$ cat config.mk
export PLATFORM = sky130hd
export DESIGN_NAME = clock_divider_monitor
export DESIGN_NICKNAME = d
export VERILOG_FILES = /design/src/rtl/clock_divider_monitor.sv
export SDC_FILE = /design/constraint.sdc
export NUM_CORES = 1
export LEC_CHECK = 0
export ABC_AREA = 1
export CELL_PAD_IN_SITES_DETAIL_PLACEMENT = 2
export CELL_PAD_IN_SITES_GLOBAL_PLACEMENT = 2
export CORE_MARGIN = 1
export CORE_UTILIZATION = 37
export DETAILED_ROUTE_END_ITERATION = 10
export DONT_BUFFER_PORTS = 1
export PLACE_DENSITY = 0.78
export SETUP_SLACK_MARGIN = 0.1
export SYNTH_ARGS = -nofsm -noshare
export SYNTH_HDL_FRONTEND = slang
export SYNTH_SLANG_ARGS = --single-unit
export TNS_END_PERCENT = 1
$ cat constraint.sdc
create_clock -name clk_i -period 1.9 [get_ports clk_i]
set_clock_uncertainty 0.15 [all_clocks]
set_input_delay 0.285 -clock clk_i [delete_from_list [all_inputs] [get_ports clk_i]]
set_output_delay 0.285 -clock clk_i [all_outputs]
set_load 0.03 [all_outputs]
$ cat src/rtl/clock_divider_monitor.sv
// clock_divider_monitor
//   Checks a divided clock (sampled as data in the clk_i domain) against the
//   expected ratio DIV_N. Every period and high time is measured in clk_i
//   cycles. The monitor locks after LOCK_COUNT consecutive good periods. Once
//   locked, a bad period or a stall sets a sticky error.
//
// Ports
//   clk_i           source clock (the monitored divider runs from it)
//   reset_i         asynchronous active-high reset
//   div_clk_i       divided clock under test, sampled as data
//   clear_i         synchronous: clear error and restart acquisition
//   period_o        last measured period in clk_i cycles
//   high_o          high samples within the last measured period
//   period_valid_o  one-cycle pulse when period_o/high_o update
//   locked_o        high while locked
//   error_o         sticky fault flag
module clock_divider_monitor #(
  parameter int unsigned DIV_N      = 3,
  parameter int unsigned CNT_W      = 8,
  parameter int unsigned LOCK_COUNT = 4
) (
  input  logic             clk_i,
  input  logic             reset_i,
  input  logic             div_clk_i,
  input  logic             clear_i,
  output logic [CNT_W-1:0] period_o,
  output logic [CNT_W-1:0] high_o,
  output logic             period_valid_o,
  output logic             locked_o,
  output logic             error_o
);

  localparam int unsigned GoodW = $clog2(LOCK_COUNT + 1);

  localparam logic [CNT_W-1:0] CntMax    = '1;
  localparam logic [CNT_W-1:0] PeriodExp = CNT_W'(DIV_N);
  localparam logic [CNT_W-1:0] HighMin   = CNT_W'(DIV_N / 2);
  localparam logic [CNT_W-1:0] HighMax   = CNT_W'((DIV_N + 1) / 2);
  // pcnt sitting at 2*DIV_N without a rise would step to 2*DIV_N+1: a stall.
  localparam logic [CNT_W-1:0] StallCnt  = CNT_W'(2 * DIV_N);
  localparam logic [GoodW-1:0] GoodLast  = GoodW'(LOCK_COUNT - 1);

  typedef enum logic [1:0] {StIdle, StAcquire, StLocked, StFault} state_e;

  state_e           state_q, state_d;
  logic             s0_q, s1_q;
  logic [CNT_W-1:0] pcnt_q, pcnt_d;
  logic [CNT_W-1:0] hcnt_q, hcnt_d;
  logic [GoodW-1:0] good_q, good_d;
  logic [CNT_W-1:0] period_q, period_d;
  logic [CNT_W-1:0] high_q, high_d;
  logic             valid_q, valid_d;
  logic             locked_q, locked_d;
  logic             error_q, error_d;

  logic rise;
  logic period_good;
  logic stall;

  always_comb begin
    rise        = s0_q & ~s1_q;
    period_good = (pcnt_q == PeriodExp) && (hcnt_q >= HighMin) && (hcnt_q <= HighMax);
    stall       = ~rise && (pcnt_q == StallCnt);

    state_d  = state_q;
    good_d   = good_q;
    period_d = period_q;
    high_d   = high_q;
    valid_d  = 1'b0;
    error_d  = error_q;

    // Free-running measurement counters, restarted by every rise.
    if (rise) begin
      pcnt_d = CNT_W'(1);
      hcnt_d = CNT_W'(1);
    end else begin
      pcnt_d = (pcnt_q == CntMax) ? pcnt_q : pcnt_q + CNT_W'(1);
      hcnt_d = (s0_q && (hcnt_q != CntMax)) ? hcnt_q + CNT_W'(1) : hcnt_q;
    end

    // The first rise after IDLE only aligns the counters; it is not a measurement.
    if (rise && (state_q != StIdle)) begin
      period_d = pcnt_q;
      high_d   = hcnt_q;
      valid_d  = 1'b1;
    end

    unique case (state_q)
      StIdle: begin
        if (rise) state_d = StAcquire;
      end
      StAcquire: begin
        if (rise) begin
          if (period_good) begin
            if (good_q == GoodLast) begin
              state_d = StLocked;
              good_d  = '0;
            end else begin
              good_d = good_q + GoodW'(1);
            end
          end else begin
            good_d = '0;
          end
        end
      end
      StLocked: begin
        if ((rise && !period_good) || stall) begin
          state_d = StFault;
          error_d = 1'b1;
        end
      end
      StFault: begin
        error_d = 1'b1;
      end
    endcase

    // Clear wins over any same-cycle rise or fault; the last measurement is kept.
    if (clear_i) begin
      state_d  = StIdle;
      error_d  = 1'b0;
      good_d   = '0;
      pcnt_d   = '0;
      hcnt_d   = '0;
      period_d = period_q;
      high_d   = high_q;
      valid_d  = 1'b0;
    end

    locked_d = (state_d == StLocked);
  end

  always_ff @(posedge clk_i or posedge reset_i) begin
    if (reset_i) begin
      state_q  <= StIdle;
      s0_q     <= 1'b0;
      s1_q     <= 1'b0;
      pcnt_q   <= '0;
      hcnt_q   <= '0;
      good_q   <= '0;
      period_q <= '0;
      high_q   <= '0;
      valid_q  <= 1'b0;
      locked_q <= 1'b0;
      error_q  <= 1'b0;
    end else begin
      state_q  <= state_d;
      s0_q     <= div_clk_i;
      s1_q     <= s0_q;
      pcnt_q   <= pcnt_d;
      hcnt_q   <= hcnt_d;
      good_q   <= good_d;
      period_q <= period_d;
      high_q   <= high_d;
      valid_q  <= valid_d;
      locked_q <= locked_d;
      error_q  <= error_d;
    end
  end

  assign period_o       = period_q;
  assign high_o         = high_q;
  assign period_valid_o = valid_q;
  assign locked_o       = locked_q;
  assign error_o        = error_q;

endmodule

==> summary.txt, run 1 <==
Area of the core: 5240 um2
Gr ovfl total: 0
DRT iter0 DRCs: 63
Number of max-cap violations: 0
Cell area after synthesis: 2060 um2
First-pass GRT wire length: 9.69 mm
Final net count: 276
Worst slew margin: 0.519
Fmax: 0.567 GHz
Synth warnings: 0
Gp weighted congestion: 0.764
Final period utilization: 0.928
Post-placement cell count: 318
Syn_area_per_cell: 8.27 um2
Yosys cell types: 28
# clock sinks: 42
TritonCTS Buffers: 5
Post-DP HPWL: 4.16 mm
Seq cells post-synth: 42
All-layer global routing usage: 0.215
Pwr dens: 887 nW/um2
Final core utilization: 0.464
Slew @ Worst Pin: 717 ps
Die Area: 5870 um2
IO Count: 23
Leak pwr: 0.00115 uW
DR vias/cell: 5.14
WP data required: 1980 ps
Reg area: 1050 um2
IO Port Bufs: 0
DR WL/cell: 17.7 um
Via count: 1,727
Tmin final: 1760 ps
R2R depth: 10
Area of the multi-input gates: 903 um2
Final wirelength: 5.96 mm
Layout Cells excl Fill: 336
RR Endpoint: good_q[2]$_DFFE_PP0P_
Syn_nets: 260
Final TNS setup: 0 ps
Number of fill cells: 592
Row count: 26
Worst Setup Start Kind: register
FF-to-FF Start: hcnt_q[1]$_DFFE_PP0P_
Largest net degree at the start of global routing: 32
Worst VDD drop: 0.393 mV
DRC: 0
WHS Path Cells: 3
Most frequent cells in the layout: nand2_1, nor2_1, dfrtp_1, inv_1, o21ai_1
Critical Path AT: 1850 ps
CTS tree: done
Commonest non-fill, non-tap cell in the layout: nand2_1
Area growth syn-to-layout: 18.0%
Crit. Startpoint: hcnt_q[1]$_DFFE_PP0P_
CTS clk-pin slew, worst paths: 80 ps
Depth of the CTS H-tree: 2
Register area share after synthesis: 0.510
Status: completed
Initial Util: 0.393
Die height: 76.6 um
Final ANT Viol Nets: 0
Cells after synthesis: 249
Die width: 76.6 um
Initial antenna violation count: 0
RSZ-0062 raised after global routing: true
CTS Root Buffer Type: clkbuf_8
DRT Pass-1 Iters: 4
Setup crit end: good_q[2]$_DFFE_PP0P_
Hold Vio Cnt, Final: 0
Reg-to-reg setup timing slack: 140 ps
CP Capture Type: register
Crit Path Max Fanout: 4
Worst-Skew Late Latency: 300 ps
Vias in the first global route: 1,857
Maximum clock path buffer count: 2
Share of layout cells above drive strength 1: 0.158
Min-Delay Path Class: in -> reg
Setup CP Type: reg -> reg
Max-slew violations: 0
Setup Viol. Count Final: 0
Antenna Cells: 0
metrics by stage:
step           power, uW  instance area [um2]  setup slack, ps  hold WS, ps
2_1_floorplan       1240                 2060              342          166
3_3_place_gp        1290                 2160             85.9         82.4
3_5_place_dp        1300                 2160             5.34         79.4
4_1_cts             2160                 2350             76.3         34.4
5_1_grt             2240                 2430            0.935         67.0
6_report            2150                 2430              136         60.8
what timing repair did:
item / in CTS / in global routing
hold buffers: 3 / 0
setup endpoints to repair: 7 / 30
pin swaps: 0 / 5
buffers inserted: 0 / 7
hold endpoints to repair: 22 / 0
resized for setup: 6 / 9
area by class of cell:
cell class                 count  share of cell area
sequential                    42               0.434
inverter                      32              0.0536
clock buffer                   5              0.0283
multi-input combinational    171               0.372
clock inverter                 3              0.0283
tap                           70              0.0360
timing repair buffer          13              0.0484
registers in the layout (all words and copies together), names as in the netlist:
name and flops:
s0_q 1, s1_q 1, locked_o 1, good_q 3, state_q 2, period_valid_o 1
hcnt_q 8, high_o 8, period_o 8, error_o 1, pcnt_q 8
synthesized netlist by cell type:
| cell type | count | area share |
|---|---|---|
| a211oi_1 | 1 | 0.0036 |
| a21oi_1 | 6 | 0.015 |
| a21oi_2 | 1 | 0.0043 |
| a31oi_1 | 1 | 0.0030 |
| buf_2 | 4 | 0.0097 |
| clkinv_4 | 1 | 0.0043 |
| dfrtp_1 | 42 | 0.51 |
| ha_1 | 7 | 0.043 |
| inv_1 | 27 | 0.049 |
| inv_2 | 4 | 0.0073 |
| nand2_1 | 57 | 0.10 |
| nand2_2 | 1 | 0.0030 |
| nand2_4 | 1 | 0.0055 |
| nand3_1 | 10 | 0.024 |
| nand3_2 | 1 | 0.0049 |
| nand4_1 | 3 | 0.0091 |
| nor2_1 | 41 | 0.075 |
| nor2_4 | 1 | 0.0055 |
| nor2_8 | 1 | 0.0097 |
| nor3_1 | 6 | 0.015 |
| nor3_2 | 2 | 0.0097 |
| nor3_4 | 1 | 0.0079 |
| nor3b_1 | 1 | 0.0036 |
| o211ai_1 | 2 | 0.0073 |
| o21ai_0 | 5 | 0.012 |
| o21ai_1 | 20 | 0.049 |
| o31ai_1 | 1 | 0.0036 |
| or2_2 | 1 | 0.0030 |
power breakdown:
part	switching [uW]	internal, uW	leakage, uW
clock network	316	526	0.0000683
logic	129	75.0	0.000523
registers	155	954	0.000556
total	599	1560	0.00115
cell families (layout without fill, tap and decap cells):
logic type                 after synthesis  after routing  synth area share
AOI/OAI and AO/OA                       37             37            0.0972
adders and majority gates                7              7            0.0425
buffers and inverters                   36             53            0.0705
DFF                                     42             42             0.510
and+or+nand+nor                        127            127             0.279
how the worst min path moves through the flow:
stage,slack (ps),end,from
6_report,60,good_q[2]$_DFFE_PP0P_,clear_i
5_1_grt,70,good_q[2]$_DFFE_PP0P_,clear_i
4_1_cts,30,good_q[2]$_DFFE_PP0P_,clear_i
3_5_place_dp,80,period_o[4]$_DFFE_PP0P_,reset_i
3_3_place_gp,80,period_o[1]$_DFFE_PP0P_,reset_i
2_1_floorplan,170,s0_q$_DFF_PP0_,div_clk_i
layer usage:
metal  vias up  routed length (um)  global-route usage
met4         0                  53              0.0577
met1       872                2840               0.282
met5         -                   0                   0
li1        826                   -                   -
met2        23                2930               0.363
met3         6                 134              0.0371
critical path, stage by stage, from the launching register on:
cell and delay (ps):
dfrtp_1 410, inv_1 120, ha_1 210, inv_1 70, nor2_1 50, nor2_2 140
nand3_2 110, buf_4 150, nor3_1 160, nor2_1 70, nor2_1 80
Power figures use the tool's default switching activity.
==> run 2: changes to the inputs <==
- CTS_CLUSTER_SIZE: unset -> 28
==> results of run 2 <==
Final layout, timing and power as in run 1 (identical DEF).
==> run 3: changes to the inputs <==
- ABC_CLOCK_PERIOD_IN_PS: unset -> 1900
==> results of run 3 <==
Final layout, timing and power as in run 1 (identical DEF).
